[config.mk]
export PLATFORM = sky130hd
export DESIGN_NAME = vga_timing_gen
export DESIGN_NICKNAME = d
export VERILOG_FILES = /design/src/rtl/vga_timing_gen.sv
export SDC_FILE = /design/constraint.sdc
export NUM_CORES = 1
export LEC_CHECK = 0
export BUFFER_PORTS_ARGS = -buffer_cell sky130_fd_sc_hd__buf_2
export CAP_MARGIN = 40
export CORE_MARGIN = 5
export CORE_UTILIZATION = 50
export DETAILED_ROUTE_END_ITERATION = 10
export HOLD_SLACK_MARGIN = 0.02
export PLACE_DENSITY = 0.75
export SYNTH_ARGS = -nofsm -noshare
export SYNTH_HDL_FRONTEND = slang
export SYNTH_SLANG_ARGS = --single-unit
[constraint.sdc]
create_clock -name clk -period 2 [get_ports clk]
set_input_delay 0.3 -clock clk [delete_from_list [all_inputs] [get_ports clk]]
set_output_delay 0.3 -clock clk [all_outputs]
set_load 0.02 [all_outputs]
[src/rtl/vga_timing_gen.sv]
// vga_timing_gen: parametrised VGA raster timing generator.
//
// One horizontal and one vertical counter hold the next raster position to
// present. On every pixel tick (en=1) the outputs register the decode of that
// position and the counters advance, so outputs lag the counters by one clk.
// Each line and each frame is laid out as sync, back porch, visible, front porch.
//
// Ports:
//   clk         in   system clock
//   reset       in   synchronous active-high reset, priority over en
//   en          in   pixel tick enable
//   hsync       out  horizontal sync, H_SYNC_POL level while active
//   vsync       out  vertical sync, V_SYNC_POL level while active
//   display_en  out  presented position is inside the visible window
//   x, y        out  visible column / line, 0 outside the window
//   hcount      out  raw horizontal position presented
//   vcount      out  raw vertical position presented
//   line_start  out  one-clk pulse when hcount==0 is presented
//   frame_start out  one-clk pulse when hcount==0 and vcount==0 are presented
module vga_timing_gen #(
  parameter int H_SYNCPULSE = 96,
  parameter int H_BPORCH    = 48,
  parameter int H_DISPLAY   = 640,
  parameter int H_FPORCH    = 16,
  parameter int V_SYNCPULSE = 2,
  parameter int V_BPORCH    = 33,
  parameter int V_DISPLAY   = 480,
  parameter int V_FPORCH    = 10,
  parameter int H_SYNC_POL  = 0,
  parameter int V_SYNC_POL  = 0,
  parameter int X_W         = 10,
  parameter int Y_W         = 10
) (
  input  logic           clk,
  input  logic           reset,
  input  logic           en,
  output logic           hsync,
  output logic           vsync,
  output logic           display_en,
  output logic [X_W-1:0] x,
  output logic [Y_W-1:0] y,
  output logic [X_W-1:0] hcount,
  output logic [Y_W-1:0] vcount,
  output logic           line_start,
  output logic           frame_start
);

  localparam int H_TOTAL = H_SYNCPULSE + H_BPORCH + H_DISPLAY + H_FPORCH;
  localparam int V_TOTAL = V_SYNCPULSE + V_BPORCH + V_DISPLAY + V_FPORCH;
  localparam int HS0     = H_SYNCPULSE + H_BPORCH;
  localparam int VS0     = V_SYNCPULSE + V_BPORCH;

  // Boundaries pre-sized to the counter widths; the front porch is at least
  // one tick, so the visible end always fits below the total.
  localparam logic [X_W-1:0] H_LAST     = X_W'(H_TOTAL - 1);
  localparam logic [X_W-1:0] H_SYNC_END = X_W'(H_SYNCPULSE);
  localparam logic [X_W-1:0] H_VIS_BEG  = X_W'(HS0);
  localparam logic [X_W-1:0] H_VIS_END  = X_W'(HS0 + H_DISPLAY);
  localparam logic [Y_W-1:0] V_LAST     = Y_W'(V_TOTAL - 1);
  localparam logic [Y_W-1:0] V_SYNC_END = Y_W'(V_SYNCPULSE);
  localparam logic [Y_W-1:0] V_VIS_BEG  = Y_W'(VS0);
  localparam logic [Y_W-1:0] V_VIS_END  = Y_W'(VS0 + V_DISPLAY);
  localparam logic           H_ACT      = 1'(H_SYNC_POL);
  localparam logic           V_ACT      = 1'(V_SYNC_POL);

  logic [X_W-1:0] h_nxt_q, h_nxt_d;
  logic [Y_W-1:0] v_nxt_q, v_nxt_d;
  logic           hsync_q, hsync_d;
  logic           vsync_q, vsync_d;
  logic           de_q, de_d;
  logic [X_W-1:0] x_q, x_d;
  logic [Y_W-1:0] y_q, y_d;
  logic [X_W-1:0] hcount_q, hcount_d;
  logic [Y_W-1:0] vcount_q, vcount_d;
  logic           ls_q, ls_d;
  logic           fs_q, fs_d;

  logic h_vis_s;
  logic v_vis_s;

  assign h_vis_s = (h_nxt_q >= H_VIS_BEG) && (h_nxt_q < H_VIS_END);
  assign v_vis_s = (v_nxt_q >= V_VIS_BEG) && (v_nxt_q < V_VIS_END);

  // Next-state: decode the pending position and advance on a pixel tick;
  // otherwise hold levels and drop the start pulses.
  always_comb begin
    h_nxt_d  = h_nxt_q;
    v_nxt_d  = v_nxt_q;
    hsync_d  = hsync_q;
    vsync_d  = vsync_q;
    de_d     = de_q;
    x_d      = x_q;
    y_d      = y_q;
    hcount_d = hcount_q;
    vcount_d = vcount_q;
    ls_d     = 1'b0;
    fs_d     = 1'b0;
    if (en) begin
      hsync_d  = (h_nxt_q < H_SYNC_END) ? H_ACT : ~H_ACT;
      vsync_d  = (v_nxt_q < V_SYNC_END) ? V_ACT : ~V_ACT;
      de_d     = h_vis_s && v_vis_s;
      // Offsets are only formed inside the window so they never wrap.
      x_d      = (h_vis_s && v_vis_s) ? (h_nxt_q - H_VIS_BEG) : {X_W{1'b0}};
      y_d      = (h_vis_s && v_vis_s) ? (v_nxt_q - V_VIS_BEG) : {Y_W{1'b0}};
      hcount_d = h_nxt_q;
      vcount_d = v_nxt_q;
      ls_d     = (h_nxt_q == {X_W{1'b0}});
      fs_d     = (h_nxt_q == {X_W{1'b0}}) && (v_nxt_q == {Y_W{1'b0}});
      if (h_nxt_q == H_LAST) begin
        h_nxt_d = {X_W{1'b0}};
        if (v_nxt_q == V_LAST) begin
          v_nxt_d = {Y_W{1'b0}};
        end else begin
          v_nxt_d = v_nxt_q + {{(Y_W-1){1'b0}}, 1'b1};
        end
      end else begin
        h_nxt_d = h_nxt_q + {{(X_W-1){1'b0}}, 1'b1};
      end
    end else begin
      ls_d = 1'b0;
      fs_d = 1'b0;
    end
  end

  // State and output registers with synchronous reset.
  always_ff @(posedge clk) begin
    if (reset) begin
      h_nxt_q  <= {X_W{1'b0}};
      v_nxt_q  <= {Y_W{1'b0}};
      hsync_q  <= ~H_ACT;
      vsync_q  <= ~V_ACT;
      de_q     <= 1'b0;
      x_q      <= {X_W{1'b0}};
      y_q      <= {Y_W{1'b0}};
      hcount_q <= {X_W{1'b0}};
      vcount_q <= {Y_W{1'b0}};
      ls_q     <= 1'b0;
      fs_q     <= 1'b0;
    end else begin
      h_nxt_q  <= h_nxt_d;
      v_nxt_q  <= v_nxt_d;
      hsync_q  <= hsync_d;
      vsync_q  <= vsync_d;
      de_q     <= de_d;
      x_q      <= x_d;
      y_q      <= y_d;
      hcount_q <= hcount_d;
      vcount_q <= vcount_d;
      ls_q     <= ls_d;
      fs_q     <= fs_d;
    end
  end

  assign hsync       = hsync_q;
  assign vsync       = vsync_q;
  assign display_en  = de_q;
  assign x           = x_q;
  assign y           = y_q;
  assign hcount      = hcount_q;
  assign vcount      = vcount_q;
  assign line_start  = ls_q;
  assign frame_start = fs_q;

endmodule
# After elaboration in Yosys (flattened, before gate mapping)
# Index checks and enable logic that the tools add are counted.
# totals
regBits,65
input_bits,3
out_inout_bits,45
wordCells,38
# classes
add_sub_neg,4
order_cmp,6
eq_ne,2
n_mux,6
bitwise_logic,1
n_reduce_logical,8
# op_table
op,count
2-to-1 mux 10 bit,4
adder 10 x 1 -> 10 bit (second input constant),2
equality test 10 bit (second input constant),2
logical NOT 10 bit,2
less-than comparator 10 bit (second input constant),2
>= comparator 10 x 6 -> 1 bit (second input constant),1
>= comparator 10 x 8 -> 1 bit (second input constant),1
less-than comparator 10 x 2 -> 1 bit (second input constant),1
less-than comparator 10 x 7 -> 1 bit (second input constant),1
subtractor 10 x 6 -> 10 bit (second input constant),1
subtractor 10 x 8 -> 10 bit (second input constant),1
logical AND 1 bit,4
2-to-1 mux 1 bit,2
AND reduction 2 bit,1
OR reduction 2 bit,1
inverter 1 bit,1

# Depth between registers and ports, before layout
# Gate-level depths: netlist (run 1).
# logic_depth
ltp_word,4
ltp_mapped,8
depth_no_buf,7

# Worst setup path after synthesis (run 1)
# OpenSTA, ideal clock, no wires.
# synth_timing
path_kind,reg-to-reg
from,register v_nxt_q[0]
to,register x_q[5] (netlist: x[5])
setup_time_ns,0.071
arrival_time_ns,1.996
setup_slack_ns,-0.066
stages_incl_launch_ff,9
path_buffers,2
cell_sequence,dfxtp_1 ha_1 clkbuf_1 nor3_1 or4b_4 a32oi_4 buf_6 nand4b_1 a21oi_1
# synth_via
elab_chain_cells,4
# synth_rtl
item,line,rtl
"start, declared",67,"logic [Y_W-1:0] v_nxt_q, v_nxt_d;"
"start signal, assigned",129,v_nxt_q <= {Y_W{1'b0}};
"start signal, assigned",141,v_nxt_q <= v_nxt_d;
>= comparator 10 x 6 -> 1 bit or less-than comparator 10 bit (tied branches),82,assign v_vis_s = (v_nxt_q >= V_VIS_BEG) && (v_nxt_q < V_VIS_END);
logical AND 1 bit (*),82,
logical AND 1 bit (*),103,x_d = (h_vis_s && v_vis_s) ? (h_nxt_q - H_VIS_BEG) : {X_W{1'b0}};
2-to-1 mux 10 bit (*),103,
"end signal, assigned",133,x_q <= {X_W{1'b0}};
"end, declared",71,"logic [X_W-1:0] x_q, x_d;"
# Mark *: on every way between the ends. The rest lies on a longest branch, timed or not.
# A chain may end at the register's enable or synchronous reset.

# Worst setup path after layout (run 1)
# layout_timing
from,register v_nxt_q[6]
to,register x_q[0] (netlist: x[0])
# Same word-level chain as after synthesis.

==> impl_results.md, run 1 <==
- Status: complete, no violations
- Placed instance count: 455
- Die height: 87.3 µm
- Ranking of synthesized cells by area: dfxtp_1, mux2i_1, nor2_1, nand2b_1, xnor2_1
- Number of buffers created by CTS: 9
- Post-route DRC: 0
- Post-route ant nets: 0
- Power Dens Cells: 696 nW/µm²
- CP Capture Type: flip-flop
- RSZ-0062 raised after global routing: yes
- Synth-to-Final Area Change: 24.5%
- Share of cells above drive strength 1: 28.0%
- Total power draw: 2590 µW
- Root Driver: clkbuf_8
- Synthesized instance count: 331
- Largest net degree at the start of global routing: 36
- I/O Pins: 48
- Sequential area share after synthesis: 43.6%
- Hold Fails Final Rpt: 0
- Share of the synthesized area in the top cell type: 43.6%
- Syn avg cell area: 9.02 µm²
- Row Count: 28
- Vias in the first global route: 2389
- Worst EP required: 2.26 ns
- Die width: 87.3 µm
- Leak Pwr: 0.00160 µW
- Drt pass-1 iters: 4
- Final setup viols: 0
- Non-Filler Instances: 472
- Yosys cell types: 37
- DR WL/cell: 14.3 µm
- Design area: 3710 µm²
- Clock Skews: 0.00704 ns
- Multi-input combinational cell area: 1590 µm²
- Core Region: 5850 µm²
- Yosys reg bits: 65
- Fmax: 0.504 GHz
- Final Net Count: 403
- Final HPWL DP: 4870 µm
- Max-Cap Viols: 0
- Antenna violations before repair: 0
- Layout fillers: 502
- Sink Count: 65
- Slew Limit Fails: 0
- Remaining global-route overflow: 0
- Most frequent cells in the layout: dfxtp_1, nor2_1, buf_2
- Synth warnings: 0
- Global-route wire length before repair: 11400 µm
- Via-to-Cell Ratio: 5.24
- Util after Layout: 63.5%
- Worst Max-Slew Pin Slew: 0.452 ns
- Post-layout min period: 1.99 ns
- Slew HR: 69.8%
- CP Max Fanout: 4
- VDD IR-drop max: 0.336 mV
- Reg area: 1300 µm²
- Skew-Pair Late Insertion Delay: 0.33 ns
- Synth area leader: dfxtp_1
- Detailed Route Iter0 Violations: 131
- CP Launch Type: flip-flop
- Antenna cells: 0
- Routed wire length: 6770 µm
- Fin Hold WS: 0.397 ns
- Initial Util: 51.0%
- CP Class: flip-flop to flip-flop
- Crit share post-route: 99.3%
- Hold-fix buffer count after cts: 0
- Most common cell after layout, fill and taps aside: dfxtp_1
- Crit path DAT: 2.24 ns
- Die area: 7610 µm²
- Placed cell areas: 3440 µm²
- CTS tree: built
- Net Count, Synth: 342
- Post-synthesis cell area: 2980 µm²
- CTS clk-pin slew, worst paths: 0.07 ns
- Total GRT Usage: 18.9%
- CTS H-Tree Depth: 3
- I/O Buffers: 47
- Vias: 2472
- HP Class: primary input to flip-flop
- Placer congestion estimate: 0.876
- Clock Tree Buf Depth: 2
-- routing by layer --
layer  global-route usage [%]  part of all wire (%)
met4                     8.93                   1.8
met2                     28.6                    46
met5                        0                     0
met1                     25.6                    46
met3                     4.07                   5.8
-- critical path, cell delays in order, from the launching register on --
cell and delay (ns):
dfxtp_2 0.32, or3_4 0.38, or4b_4 0.51, a32oi_4 0.27, buf_4 0.17, nand4_1 0.11, a21oi_1 0.16
-- through the flow --
| stage | worst slack (ns) | setup TNS [ns] |
|---|---|---|
| 3_3_place_gp | 0.0683 | 0 |
| 4_1_cts | -0.0110 | -0.0225 |
| 5_1_grt | -0.0756 | -0.717 |
| 6_report | 0.0148 | 0 |
| 2_1_floorplan | -0.0565 | -0.643 |
| 3_5_place_dp | 0.0111 | 0 |
-- worst paths after layout --
check | from | cells after the start | slack [ns] | endpoint
worst min register to register | x[8]$_SDFFE_PP0P_ | 2 | 0.47 | x[8]$_SDFFE_PP0P_
worst min-delay path | reset | 2 | 0.40 | h_nxt_q[1]$_SDFFE_PP0P_
worst max register to register | v_nxt_q[6]$_SDFFE_PP0P_ | 6 | 0.01 | x[0]$_SDFFE_PP0P_
worst max-delay path | v_nxt_q[6]$_SDFFE_PP0P_ | 6 | 0.01 | x[0]$_SDFFE_PP0P_
-- final cells by class --
type | instances | share of cell area (%)
Clock inverter | 2 | 0.943
Clock buffer | 14 | 4.65
Multi-Input combinational cell | 227 | 42.7
Timing Repair Buffer | 80 | 13.2
Sequential cell | 65 | 35.1
Inverter | 9 | 0.909
Tap cell | 75 | 2.53
-- flip-flops by register name, indices dropped and copies added (netlist names) --
register and flops:
vsync 1, frame_start 1, v_nxt_q 10, vcount 10
hsync 1, y 10, x 10, hcount 10
display_en 1, h_nxt_q 10, line_start 1
-- where the power goes --
group	switching, µW	leakage [µW]	internal (µW)
logic	75.2	0.000972	48.2
clock network	467	0.000107	677
registers	11.2	0.000525	1310
-- logic make-up (layout without fill, tap and decap cells) --
group,after synthesis,after routing,synth area share (%)
compound gates,35,35,8.05
xor+xnor,28,28,8.22
fa+ha+maj,8,8,3.35
buf+inv,39,105,5.49
flops,65,65,43.6
mux,21,21,7.04
simple gates,135,135,24.2
-- Yosys cell counts --
cell type	number
buf_1	6
or3_4	1
o32ai_1	5
a2111oi_0	1
buf_6	2
and4_1	2
xor2_1	13
nor2_1	49
nand4b_1	3
a32oi_2	1
or3b_2	1
and4b_1	2
nor3_1	9
a21o_1	1
nand2b_1	25
or3_1	1
a32oi_4	1
nor3b_1	1
inv_1	9
nand3_1	7
xnor2_1	15
and3_1	3
nand2_4	1
o41ai_1	1
a22oi_1	1
mux2i_1	21
a21oi_1	20
dfxtp_1	65
clkbuf_1	20
or4b_4	1
nor2b_1	1
nor4_1	1
nand4_1	19
buf_2	2
nand2_1	8
o21ai_0	4
ha_1	8
-- repair_timing --
| item | in CTS | in global routing |
|---|---|---|
| endpoints found under the hold margin | 0 | 0 |
| pin swaps | 0 | 5 |
| resized for setup | 0 | 11 |
| endpoints found under the setup margin | 4 | 28 |
| setup buffers | 0 | 1 |
Note: power is estimated with default switching activity, not from simulation.
==> run 2: changes to the inputs <==
--- a/config.mk
+++ b/config.mk
@@ -8,10 +8,11 @@
 export BUFFER_PORTS_ARGS = -buffer_cell sky130_fd_sc_hd__buf_2
 export CAP_MARGIN = 40
 export CORE_MARGIN = 5
-export CORE_UTILIZATION = 50
+export CORE_UTILIZATION = 53
+export CTS_BUF_LIST = sky130_fd_sc_hd__clkbuf_4 sky130_fd_sc_hd__clkbuf_8
 export DETAILED_ROUTE_END_ITERATION = 10
 export HOLD_SLACK_MARGIN = 0.02
-export PLACE_DENSITY = 0.75
+export PLACE_DENSITY = 0.78
 export SYNTH_ARGS = -nofsm -noshare
 export SYNTH_HDL_FRONTEND = slang
 export SYNTH_SLANG_ARGS = --single-unit
==> run 2 against run 1 <==
  * The flow now finishes with violations (negative setup slack)
  * Maximum frequency shrank 1.7%
  * Critical path depth is the same
  * Cell count shrank 0.42%
  * Sequential share of layout area shrank 0.25 points
  * Clock power is essentially flat
  * First-iteration DRC count grew 6.1%
  * Hold slack lost 0.073 ns
  * Sequential power is essentially flat
  * Clock skew grew 0.00090 ns
  * Largest cell class unchanged
  * Highest routed layer unchanged
==> impl_results.md, run 2 (synthesized netlist as in run 1, its figures left out) <==
- Status: finished, violations left
- Failing checks: negative setup slack
- Setup ws final: -0.0202 ns (-0.0350 ns)
- Placed cell areas: 3440 µm² (about the same)
- Switching share of total power: 21.6% (+0.19 points)
- Detailed Route Iter0 Violations: 139 (+6.1%)
- Int Pwr: 2000 µW (-1.4%)
- Antenna violations before repair: 0 (unchanged)
- Clock Tree Buf Depth: 2 (unchanged)
- Die width: 85.0 µm (-2.5%)
- Post-route ant nets: 0 (unchanged)
- Power Dens Cells: 681 nW/µm² (-2.1%)
- Placer congestion estimate: 0.864 (-1.4%)
- Comb pwr share: 5.0% (+0.2 points)
- VDD IR-drop max: 0.421 mV (+25%)
- Drt pass-1 iters: 4 (unchanged)
- CP Class: flip-flop to flip-flop
- Final setup viols: 4 (+4)
- Clock Skews: 0.00794 ns (+0.000899 ns)
- I/O Pins: 48 (unchanged)
- HP Class: primary input to flip-flop
- Die area: 7230 µm² (-5.0%)
- Slew HR: 64.4% (-5.5 points)
- Hold Fails Final Rpt: 0 (unchanged)
- Fmax: 0.495 GHz (-1.7%)
- Worst EP required: 2.27 ns (about the same)
- CTS tree: built
- Most frequent cells in the layout: dfxtp_1, nor2_1, buf_2
- CTS H-Tree Depth: 3 (unchanged)
- Post-layout min period: 2.02 ns (+0.0350 ns)
- Share of cells above drive strength 1: 29.9% (+1.9 points)
- Max-Cap Viols: 0 (unchanged)
- Die height: 85.0 µm (-2.5%)
- I/O Buffers: 47 (unchanged)
- Leak Pwr: 0.00162 µW (+1.1%)
- Crit share post-route: 101% (+1.8 points)
- Clock power frac: 43.5% (-0.8 points)
- CP Capture Type: flip-flop
- Row Count: 27 (-3.6%)
- CTS clk-pin slew, worst paths: 0.07 ns (about the same)
- Hold-fix buffer count after cts: 0 (unchanged)
- CP max stage delay: 0.50 ns (about the same)
- Sink Count: 65 (unchanged)
- RSZ-0062 raised after global routing: yes
- P_sw: 552 µW (-0.30%)
- Vias: 2569 (+3.9%)
- CP bufs+invs: 1 (unchanged)
- Crit path max-delay cell type: or4b_4
- CP Max Fanout: 8 (+4)
- Final Net Count: 405 (+0.50%)
- Placed instance count: 451 (-0.88%)
- Seq pwr share: 51.5% (+0.5 points)
- DR WL/cell: 14.6 µm (+1.9%)
- Via-to-Cell Ratio: 5.47 (+4.4%)
- CP Launch Type: flip-flop
- Worst Max-Slew Pin Slew: 0.528 ns (+0.0751 ns)
- Routed wire length: 6870 µm (+1.4%)
- Global-route wire length before repair: 11300 µm (-0.37%)
- Post-route DRC: 0 (unchanged)
- Largest net degree at the start of global routing: 65 (+81%)
- Vias in the first global route: 2466 (+3.2%)
- Total power draw: 2550 µW (-1.2%)
- Crit path DAT: 2.29 ns (+0.05 ns)
- Remaining global-route overflow: 0 (unchanged)
- Design area: 3750 µm² (+0.91%)
- Skew-Pair Late Insertion Delay: 0.34 ns (about the same)
- Antenna cells: 0 (unchanged)
- Root Driver: clkbuf_8
- Most common cell after layout, fill and taps aside: dfxtp_1
- Slew Limit Fails: 0 (unchanged)
- Cell family with most CP delay: simple AND/OR/NAND/NOR gates
- Number of buffers created by CTS: 9 (unchanged)
- Final HPWL DP: 4700 µm (-3.6%)
- Total GRT Usage: 19.4% (+0.54 points)
- Synth-to-Final Area Change: 25.6%
- Core Region: 5470 µm² (-6.5%)
- Non-Filler Instances: 470 (-0.42%)
- Initial Util: 54.5% (+3.5 points)
- Util after Layout: 68.5% (+5.0 points)
- CP cell instances: or3_4, or4b_4, a32oi_4, buf_6, nand4_1, a21oi_2
[run 2: final timing paths]
path	startpoint	endpoint	slack, ns	depth (start not counted)
worst min-delay path	en	h_nxt_q[0]$_SDFFE_PP0P_	0.32	3
worst min register to register	y[3]$_SDFFE_PP0P_	y[3]$_SDFFE_PP0P_	0.47	2
worst max-delay path	v_nxt_q[6]$_SDFFE_PP0P_	y[2]$_SDFFE_PP0P_	-0.02	6
worst max register to register	v_nxt_q[6]$_SDFFE_PP0P_	y[2]$_SDFFE_PP0P_	-0.02	6
[run 2: through the flow]
step	hold slack [ns]	TNS, ns	setup slack (ns)
after global routing	0.339	-1.05	-0.0969
final	0.324	-0.0498	-0.0202
after detailed placement	0.460	-0.0178	-0.0121
after global placement	0.454	0	0.0448
after floorplan	0.514	-0.643	-0.0565
after CTS	0.323	0	0.0241
[run 2: power by group through the flow]
stage	logic (µW)	clock network (µW)	registers, µW
finish	127	1110	1320
global route	136	1200	1320
CTS	123	1130	1320
detailed placement	122	0	1350
global placement	120	0	1340
floorplan	77.7	0	1350
[run 2: timing repair]
action                                  4_1_cts  5_1_grt
pin swaps                                     2        6
setup buffers                                 2        2
gates resized for setup                       2       14
endpoints found under the setup margin        9       19
[run 2: routing by layer]
metal | vias to the layer above | global-route usage [%] | wire length (µm) | part of all wire, %
li1 | 1256 | - | - | -
met4 | 0 | 10.8 | 95 | 1.4
met1 | 1229 | 26.1 | 3050 | 44
met3 | 9 | 4.27 | 500 | 7.3
met2 | 75 | 28.8 | 3220 | 47
met5 | - | 0 | 0 | 0
[run 2: cell type report]
cell class	instances	area, µm²
Sequential cell	65	1310
Inverter	9	33.8
Clock inverter	3	40.0
Tap cell	72	90.1
Clock buffer	12	159
Timing Repair Buffer	82	518
Multi-Input combinational cell	227	1600
Fill cell	429	1720
[run 2: worst reg2reg max path, cell delays in order, from the launching register on]
cell	delay, ns
dfxtp_2	0.32
or3_4	0.38
or4b_4	0.50
a32oi_4	0.29
buf_6	0.18
nand4_1	0.13
a21oi_2	0.15
